File: config.mk
export PLATFORM = sky130hd
export DESIGN_NAME = mar_seq
export DESIGN_NICKNAME = d
export VERILOG_FILES = /design/src/rtl/mar_seq.sv
export SDC_FILE = /design/constraint.sdc
export NUM_CORES = 1
export LEC_CHECK = 0
export ABC_AREA = 0
export ABC_CLOCK_PERIOD_IN_PS = 2930
export CAP_MARGIN = 20
export CORE_MARGIN = 1.5
export CORE_UTILIZATION = 54
export CTS_CLUSTER_SIZE = 10
export DETAILED_ROUTE_END_ITERATION = 10
export PLACE_DENSITY = 0.89
export RECOVER_POWER = 50
export SLEW_MARGIN = 25
export SYNTH_ARGS = -nofsm -noshare
export SYNTH_HDL_FRONTEND = slang
export SYNTH_SLANG_ARGS = --single-unit
File: constraint.sdc
create_clock -name CLK -period 2.93 [get_ports CLK]
set_input_delay 0.4395 -clock CLK [delete_from_list [all_inputs] [get_ports CLK]]
set_output_delay 0.4395 -clock CLK [all_outputs]
set_load 0.02 [all_outputs]
File: src/rtl/mar_seq.sv
// Memory address register: load, post-increment/decrement, one-deep save/restore shadow, wrap or saturate.
// Define MAR_PAGE_EN to add a page register (PAGE, IPAGEn) that extends the address above ABUS.

module mar_seq #(
   parameter int                ADDR_W    = 8,
   parameter int                WRAP_MODE = 1,
   parameter logic [ADDR_W-1:0] RST_ADDR  = '0
`ifdef MAR_PAGE_EN
   ,
   parameter int                PAGE_W    = 4
`endif
) (
   input  logic              CLK,
   input  logic              RST,
   input  logic              IMARn,
   input  logic              INCn,
   input  logic              DECn,
   input  logic              SAVEn,
   input  logic              RESTn,
   input  logic [ADDR_W-1:0] D,
`ifdef MAR_PAGE_EN
   input  logic              IPAGEn,
   output logic [PAGE_W-1:0] PAGE,
`endif
   output logic [ADDR_W-1:0] ABUS,
   output logic              WRAP,
   output logic              SHV
);

   // The stepped quantity is {page, offset} when paging is built in, else just the offset,
   // so carries and borrows between the two fall out of plain binary arithmetic.
`ifdef MAR_PAGE_EN
   localparam int CW = PAGE_W + ADDR_W;
`else
   localparam int CW = ADDR_W;
`endif

   localparam logic [CW-1:0] RST_CUR = CW'(RST_ADDR);
   localparam logic [CW-1:0] ONE     = CW'(1);
   localparam logic [CW-1:0] MAX     = '1;
   localparam logic [CW-1:0] ZERO    = '0;

   logic [CW-1:0] cur_q;
   logic [CW-1:0] cur_d;
   logic [CW-1:0] shadow_q;
   logic [CW-1:0] shadow_d;
   logic          wrap_q;
   logic          wrap_d;
   logic          shv_q;
   logic          shv_d;
   logic          load;
   logic          inc_only;
   logic          dec_only;
   logic          rest_ok;

   always_comb begin
`ifdef MAR_PAGE_EN
      load = !IMARn || !IPAGEn;
`else
      load = !IMARn;
`endif
      inc_only = !INCn && DECn;
      dec_only = !DECn && INCn;
      rest_ok  = !RESTn && shv_q;
   end

   always_comb begin
      cur_d    = cur_q;
      shadow_d = shadow_q;
      shv_d    = shv_q;
      wrap_d   = 1'b0;

      if (load) begin
         if (!IMARn) cur_d[ADDR_W-1:0] = D;
`ifdef MAR_PAGE_EN
         if (!IPAGEn) cur_d[CW-1:ADDR_W] = D[PAGE_W-1:0];
`endif
      end else if (rest_ok) begin
         cur_d = shadow_q;
      end else if (inc_only) begin
         if (cur_q == MAX) begin
            wrap_d = 1'b1;
            cur_d  = (WRAP_MODE != 0) ? ZERO : MAX;
         end else begin
            cur_d = cur_q + ONE;
         end
      end else if (dec_only) begin
         if (cur_q == ZERO) begin
            wrap_d = 1'b1;
            cur_d  = (WRAP_MODE != 0) ? MAX : ZERO;
         end else begin
            cur_d = cur_q - ONE;
         end
      end

      // Save always captures the pre-edge address, so SAVEn with RESTn swaps the two.
      if (!SAVEn) begin
         shadow_d = cur_q;
         shv_d    = 1'b1;
      end
   end

   always_ff @(posedge CLK) begin
      if (RST) begin
         cur_q    <= RST_CUR;
         shadow_q <= RST_CUR;
         wrap_q   <= 1'b0;
         shv_q    <= 1'b0;
      end else begin
         cur_q    <= cur_d;
         shadow_q <= shadow_d;
         wrap_q   <= wrap_d;
         shv_q    <= shv_d;
      end
   end

   assign ABUS = cur_q[ADDR_W-1:0];
   assign WRAP = wrap_q;
   assign SHV  = shv_q;
`ifdef MAR_PAGE_EN
   assign PAGE = cur_q[CW-1:ADDR_W];
`endif

endmodule
==> flow_summary.yaml, run 1 <==
status:
  status: "complete, no violations"
final_layout:
  antenna_cells: 0
  layout.cells.non_filler: 201
  drive_above_1_share_pct: 5.75
  design_area_um2: 1470
  area_growth_pct: 21.2
  nets: 193
timing:
  period_minus_slack_ns: 2.13
  clock-skew-final_ns: 0.00874
  rsz0062_at_grt: "no"
  max_freq_mhz: 471
  setup_viol: 0
  maxSlewViolCount: 0
  worst_pin_slew_ns: 0.673
  finalCritPeriodShare_pct: 72.5
  hold_ws_ns: 0.498
  slew_headroom_pct: 55.0
  hold_viol: 0
  fin_setup_tns_ns: 0
synthesis:
  synth_area_um2: 1210
  async_flop_share_pct: 0
  netlist_instances: 156
  yosysMostFrequentCell: "nor2_1"
  yosysWarnings: 0
  synth.area.mux_share_pct: 6.60
  synth_top_family_by_area: "simple AND/OR/NAND/NOR gates"
  synth_compound_area_share_pct: 19.8
  synth.area.top_cells: "dfxtp_1 (30%), nor2_1 (8.7%), mux2i_1 (6.6%)"
  syn_area_per_cell_um2: 7.78
  synth_cell_types: 42
  synth_ff_type: "dfxtp_1"
  synth_fa_ha_area_share_pct: 3.09
  syn_nets: 174
  synth-edff-count: 0
  synth_top_area_share_pct: 29.7
  synth_simple_gate_area_share_pct: 29.6
  synth_common_cells: "nor2_1 (28), dfxtp_1 (18), a21oi_1 (9), nand2_1 (9), o21ai_0 (9)"
  ys_seq_elements: 18
  synth.yosys.seq_area_share_pct: 29.7
  yosys.area_share.xor_xnor_pct: 5.05
  synth_top_area_cell: "dfxtp_1"
clock_tree:
  cts_max_path_buffers: 2
  ctsResizeCount: 0
  cts_tree: "built"
  hold_buffers: 0
  clockRootBuffer: "clkbuf_4"
  cts-buffers-inserted: 3
  cts.clk_slew.worst_paths_ns: 0.11
  cts_setup_buffers: 0
  clk_latency_ns: 0.30
  htreeDepth: 1
  cts.sinks: 18
job:
  maxCapViolations: 0
global_route:
  grt_pass1_wl_um: 5420
  overflow: 0
  antenna_found_initial: 0
  grt_use_total_pct: 27.9
  grt_max_degree: 19
  grt_pass1_vias: 1156
die:
  die_w_um: 50.4
  io_pins: 25
  core_um2: 2040
  die_h_um: 50.4
  start_util_pct: 59.4
  num_rows: 16
  dieArea_um2: 2540
placement:
  io_buffers: 24
  hpwl_um: 2330
  gp_congestion: 0.985
  dp.cells: 197
  placed_area_um2: 1440
worst_setup_path:
  reg2reg_slack_ns: 0.92
  start_kind: "flip-flop"
  crit_buf_inv: 1
  setup.worst_path.class: "flip-flop to output port"
  cpPeakStageDelay_ns: 0.71
  timing.critical_path.fanout_max: 13
  reg2reg_to: "ABUS[6]"
  crit_family: "buffers and inverters"
  ff2ff_path_depth: 7
  timing.rr.start: "ABUS[0]"
  arrival_ns: 1.69
  cp_data_required_time_ns: 2.49
  crit_slowest_cell: "clkdlybuf4s50_1"
  crit_chain: "clkdlybuf4s50_1"
  end_kind: "output port"
drt:
  via_per_inst: 6.32
  routedWlPerCell_um: 16.2
  num_vias: 1270
  routed_wl_um: 3250
  dr.pass1.iters: 7
  ant_nets: 0
  remaining_drc_errors: 0
  drt_iter0_drc: 71
power_and_ir_drop:
  p_leak_nw: 0.543
  p_per_area_nw_per_um2: 477
  finalPower_w: 0.000702
  vdd_drop_max_mv: 0.308
min_path:
  min_from: "SHV"
  holdCritPathClass: "flip-flop to flip-flop"
  hold_depth: 2
  hold_end: "SHV"
==> tightest hold or removal path, delay by kind of cell (launching register included) <==
kind,cells,cell delay (ns)
AO/OA/AOI/OAI,1,0.06
buffers and inverters,1,0.07
flip-flops,1,0.33
==> sequential cells by signal (all words and copies together) (netlist names) <==
register / flops
ABUS: 8
shadow_q: 8
SHV: 1
WRAP: 1
==> power by group <==
group,switching (W),internal (W)
clock network,0.0000836,0.0000758
registers,0.0000431,0.000265
logic,0.000120,0.000114
total,0.000246,0.000455
==> how the worst max path moves through the flow <==
stage	cells past startpoint	to	startpoint	slack, ns
global placement	5	ABUS[3]	IMARn	0.78
floorplan	7	ABUS[6]	ABUS[0]	1.04
CTS	1	ABUS[3]	ABUS[3]	0.82
global route	1	ABUS[3]	ABUS[3]	0.73
detailed placement	5	ABUS[3]	IMARn	0.69
finish	1	ABUS[3]	ABUS[3]	0.80
==> through the flow <==
step / utilization (%) / worst slack (ns)
2_1_floorplan: - / 1.04
3_3_place_gp: 70.3 / 0.781
3_5_place_dp: 70.3 / 0.694
4_1_cts: 72.1 / 0.823
5_1_grt: 72.1 / 0.734
6_report: 72.1 / 0.805
==> cells by family (layout without fill, tap and decap cells) <==
logic type | Yosys count | count (layout)
simple gates | 68 | 68
compound gates | 37 | 37
mux | 8 | 8
buf+inv | 15 | 33
flops | 18 | 18
fa+ha+maj | 3 | 3
xor+xnor | 7 | 7
==> routing by layer <==
metal  GRT usage, %  share of wire (%)  vias up
met4           13.1                4.1        0
met5              0                  0        -
met1           34.2                 39      579
met3           4.17                7.7       18
li1               -                  -      594
met2           47.8                 49       79
==> layout make-up <==
type | instances | area (µm²)
repair buffers | 25 | 248
fillers | 159 | 571
inverters | 4 | 15.0
clock buffers | 4 | 36.3
multi-input cells | 123 | 778
well taps | 27 | 33.8
flip-flops and latches | 18 | 360
==> cells in the final DEF, fill, tap and decap left out, drive strengths merged, types with 3 or more instances in the layout <==
master	n
o22ai	4
a21oi	9
nor2	28
a31oi	3
xnor2	6
nand2b	3
clkbuf	4
dfxtp	18
dlygate4sd3	7
inv	3
mux2i	8
nand2	9
clkdlybuf4s50	17
nor2b	5
nand3	6
o21ai	9
ha	3
a211oi	3
a2111oi	3
nor3	5
Power figures use the tool's default switching activity.
==> run 2: changes to the inputs <==
Settings changed: ABC_CLOCK_PERIOD_IN_PS 2930 to 2000, CORE_UTILIZATION 54 to 50, PLACE_DENSITY 0.89 to 0.83.
Clock period 2.93 ns to 2 ns, I/O delays scaled along.
==> run 2 against run 1 <==
Largest power group unchanged. Critical endpoint is now ABUS[6]. Core utilization is 2.9 points lower. Highest routed layer unchanged. Cell count is 6.0% higher. Hold slack lost 0.0011 ns. First-iteration DRC count is 25% lower. Register-to-register slack worse by 0.83 ns. Largest cell class unchanged. Die area grew 7.5%.
==> flow_summary.yaml, run 2 (synthesized netlist as in run 1, its figures left out) <==
clock_tree:
  clockRootBuffer: "clkbuf_4"
  cts.sinks: 18
  hold_buffers: 0
  cts-buffers-inserted: 3
  cts_max_path_buffers: 2
  htreeDepth: 1
  clk_latency_ns: 0.30
  cts.clk_slew.worst_paths_ns: 0.11
  cts_tree: "built"
drt:
  dr.pass1.iters: 4
  remaining_drc_errors: 0
  via_per_inst: 6.03
  routedWlPerCell_um: 15.3
  num_vias: 1285
  routed_wl_um: 3260
  ant_nets: 0
  drt_iter0_drc: 53
power_and_ir_drop:
  p_per_area_nw_per_um2: 676
  p_leak_nw: 0.592
  vdd_drop_max_mv: 0.428
worst_setup_path:
  setup.worst_path.class: "flip-flop to flip-flop"
  cpPeakStageDelay_ns: 0.47
  crit_slowest_cell: "or4b_4"
  start_kind: "flip-flop"
  crit_family: "simple AND/OR/NAND/NOR gates"
  crit_buf_inv: 1
  timing.critical_path.fanout_max: 3
  end_kind: "flip-flop"
  arrival_ns: 2.10
  cp_data_required_time_ns: 2.20
  crit_chain: "inv_1 > ha_2 > or4b_4 > o32a_1 > nand3b_1 > a21oi_1 > nor2_1"
final_layout:
  nets: 204
  final_cell_mix: "nor2_1 (28), clkdlybuf4s50_1 (20), dfxtp_1 (16)"
  drive_above_1_share_pct: 13.5
  antenna_cells: 0
  area_growth_pct: 28.6
  layout.cells.non_filler: 213
  fillCellCount: 199
  final_common_cell: "nor2_1"
die:
  num_rows: 17
  core_um2: 2250
  start_util_pct: 53.8
  die_h_um: 52.3
  io_pins: 25
  dieArea_um2: 2730
  die_w_um: 52.3
placement:
  dp.cells: 209
  place_ws_ns: 0.0552
  io_buffers: 24
  gp_congestion: 0.930
  hpwl_um: 2460
min_path:
  holdCritPathClass: "flip-flop to flip-flop"
timing:
  maxSlewViolCount: 0
  slew_headroom_pct: 62.9
  finalCritPeriodShare_pct: 95.3
  hold_viol: 0
  worst_pin_slew_ns: 0.554
  period_minus_slack_ns: 1.91
  clock-skew-final_ns: 0.0110
  setup_ws_ns: 0.0946
  max_freq_mhz: 525
  setup_viol: 0
global_route:
  grt_pass1_wl_um: 5600
  overflow: 0
  grt_max_degree: 19
  grt_use_total_pct: 27.3
  antenna_found_initial: 0
  grt_pass1_vias: 1279
job:
  maxCapViolations: 0
status:
  status: "complete, no violations"
==> run 2: cell types whose count changed in the layout (fill, tap and decap cells not counted), sizes merged <==
cell and change:
buf +11, clkdlybuf4s50 +3, dlygate4sd3 -3
==> run 2: timing repair <==
action                                  in CTS  in global routing
setup buffers                                0                  0
gates resized for setup                      0                  4
endpoints found under the setup margin       0                  3
==> run 2: area by class of cell <==
type | instances | area [µm²] | area share, %
clock buffer | 4 | 36.3 | 2.33
inverter | 4 | 15.0 | 0.962
multi-input combinational | 123 | 781 | 50.0
sequential | 18 | 363 | 23.3
tap | 28 | 35.0 | 2.25
timing repair buffer | 36 | 330 | 21.2
==> run 2: path summary, 6_finish.rpt <==
kind / slack [ns] / startpoint / cells after the start / endpoint
max reg2reg: 0.09 / ABUS[1] / 7 / ABUS[6]
max: 0.09 / ABUS[1] / 7 / ABUS[6]
min reg2reg: 0.50 / SHV / 2 / SHV
min: 0.50 / SHV / 2 / SHV
==> run 2: stage by stage <==
stage	TNS [ns]	area (µm²)	power, W	hold WS (ns)	util (%)
after floorplan	0	1210	0.000685	0.457	-
after detailed placement	0	1520	0.000825	0.489	67.4
final	0	1560	0.00106	0.497	69.2
after global placement	0	1520	0.000813	0.475	67.4
after global routing	-0.0261	1560	0.00112	0.541	69.2
after CTS	0	1560	0.00106	0.506	69.0
==> run 2: where the power goes <==
| part | total (W) | internal (W) | switching, W |
|---|---|---|---|
| registers | 0.000435 | 0.000389 | 0.0000461 |
| clock network | 0.000231 | 0.000111 | 0.000120 |
| logic | 0.000389 | 0.000195 | 0.000194 |
==> run 2: per-layer routing <==
metal / part of all wire, % / wire length [µm] / global-route usage [%] / vias to the layer above
li1: - / - / - / 620
met1: 39 / 1260 / 32.5 / 588
met2: 51 / 1670 / 49.4 / 66
met3: 7.8 / 255 / 3.43 / 11
met4: 2.1 / 69 / 10.7 / 0
met5: 0 / 0 / 0 / -
==> run 2: worst register-to-register path: stages, from the launching register on <==
cell and delay (ns):
dfxtp_1 0.33, inv_1 0.09, ha_2 0.20, or4b_4 0.47, o32a_1 0.31, nand3b_1 0.17, a21oi_1 0.17, nor2_1 0.06
==> run 3: changes to the inputs <==
Settings changed: CTS_CLUSTER_SIZE 10 to 14, MAX_ROUTING_LAYER from default to met4, REMOVE_ABC_BUFFERS from default to 1.
==> run 3 against run 2 <==
Critical path depth stayed put. Flip-flop and latch count stayed put. Largest cell class unchanged. Critical path type unchanged. Design area is 1.1% lower. Clock skew is 0.0093 ns lower. Global-route usage is 0.16 points lower.
==> flow_summary.yaml, run 3 (synthesized netlist as in run 1, its figures left out) <==
clock_tree:
  clk_latency_ns: 0.29
  cts_max_path_buffers: 2
  cts_setup_buffers: 0
  clockRootBuffer: "clkbuf_4"
  cts_tree: "built"
  hold_buffers: 0
  cts.sinks: 18
  cts-buffers-inserted: 3
  ctsResizeCount: 0
  htreeDepth: 1
  cts.clk_slew.worst_paths_ns: 0.10
drt:
  top_layer: "met4"
  dr.pass1.iters: 7
  routedWlPerCell_um: 15.3
  met3WireLength_um: 251
  num_vias: 1285
  via_per_inst: 6.06
  m1WireLength_um: 1390
  remaining_drc_errors: 0
  dr_wl_met2_um: 1570
  drt_iter0_drc: 54
  ant_nets: 0
  routed_wl_um: 3250
timing:
  fin_setup_tns_ns: 0
  setup_viol: 0
  max_freq_mhz: 515
  slew_headroom_pct: 56.9
  period_minus_slack_ns: 1.94
  finalCritPeriodShare_pct: 97.2
  clock-skew-final_ns: 0.00167
  maxSlewViolCount: 0
  hold_viol: 0
  worst_pin_slew_ns: 0.644
  rsz0062_at_grt: "no"
worst_setup_path:
  timing.critical_path.fanout_max: 6
  timing.rr.start: "ABUS[1]"
  ff2ff_path_depth: 7
  setup.worst_path.class: "flip-flop to flip-flop"
  cp_data_required_time_ns: 2.20
  reg2reg_to: "ABUS[6]"
  reg2reg_slack_ns: 0.06
  start_kind: "flip-flop"
  arrival_ns: 2.14
  end_kind: "flip-flop"
placement:
  dp.cells: 209
  gp_congestion: 0.896
  io_buffers: 24
  hpwl_um: 2520
global_route:
  antenna_found_initial: 0
  grt_max_degree: 19
  grt_use_total_pct: 27.2
  grt_pass1_wl_um: 5330
  overflow: 0
  grt_pass1_vias: 1203
die:
  start_util_pct: 53.8
  die_w_um: 52.3
  num_rows: 17
  io_pins: 25
  core_um2: 2250
  dieArea_um2: 2730
  die_h_um: 52.3
min_path:
  hold_end: "SHV"
  holdCritPathClass: "flip-flop to flip-flop"
  min_from: "SHV"
  hold_depth: 2
final_layout:
  fillCellCount: 195
  layout.cells.non_filler: 212
  area_growth_pct: 27.1
  antenna_cells: 0
  final_common_cell: "nor2_1"
  drive_above_1_share_pct: 12.0
  multi_input_area_um2: 781
  seqCellArea_um2: 362
  nets: 204
  final_cell_mix: "nor2_1 (28), clkdlybuf4s50_1 (19), dfxtp_1 (17)"
job:
  maxCapViolations: 0
power_and_ir_drop:
  swShare_pct: 35.0
  p_per_area_nw_per_um2: 654
  seqPwrFrac_pct: 43.1
  power_switching_w: 0.000354
  p_leak_nw: 0.584
  p_int_w: 0.000655
  finalPower_w: 0.00101
  p_comb_share_pct: 39.0
  vdd_drop_max_mv: 0.422
  power_frac_clock_pct: 17.9
status:
  status: "complete, no violations"
[run 3: cell count changes in the layout (fill, tap and decap cells not counted), sizes merged]
cell / delta
buf: -1
clkdlybuf4s50: -1
dlygate4sd3: +1
[run 3: metrics by stage]
stage                     cell area, µm²  util, %  hold WS, ns  setup slack (ns)
after floorplan                     1150        -        0.369             0.106
after global placement              1520     67.4        0.478            0.0783
after detailed placement            1520     67.4        0.491            0.0565
after CTS                           1540     68.4        0.507            0.0395
after global routing                1540     68.4        0.526           0.00270
final                               1540     68.4        0.500            0.0564
[run 3: worst max-delay path, cell delays in order (launching register included)]
cell      delay (ns)
dfxtp_2         0.37
inv_1           0.10
ha_2            0.21
or4b_4          0.47
o32a_1          0.34
nand3b_1        0.16
a21oi_1         0.13
nor2_1          0.06
[run 3: routing by layer]
metal | GRT usage [%] | vias up
li1 | - | 616
met2 | 45.8 | 62
met3 | 8.00 | 9
met5 | - | -
met1 | 30.7 | 598
met4 | 9.40 | 0
[run 3: final cells by class]
type                       instances  area share, %
tap                               28           2.27
multi-input combinational        123           50.6
clock buffer                       3           1.46
timing repair buffer              36           21.2
sequential                        18           23.4
inverter                           4          0.973
[run 3: power by group through the flow]
stage	sequential, W	clock (W)	combinational [W]
6_report	0.000434	0.000181	0.000394
3_3_place_gp	0.000440	0	0.000380
4_1_cts	0.000434	0.000187	0.000392
5_1_grt	0.000439	0.000200	0.000426
3_5_place_dp	0.000441	0	0.000390
2_1_floorplan	0.000466	0	0.000191
[run 3: how the worst max path moves through the flow]
stage            start      end  slack [ns]  cells after the start
2_1_floorplan  ABUS[0]  ABUS[6]        0.11                      7
3_3_place_gp   ABUS[1]  ABUS[6]        0.08                      7
3_5_place_dp      DECn  ABUS[6]        0.06                      7
4_1_cts        ABUS[1]  ABUS[6]        0.04                      7
5_1_grt        ABUS[1]  ABUS[6]       0.003                      7
6_report       ABUS[1]  ABUS[6]        0.06                      7
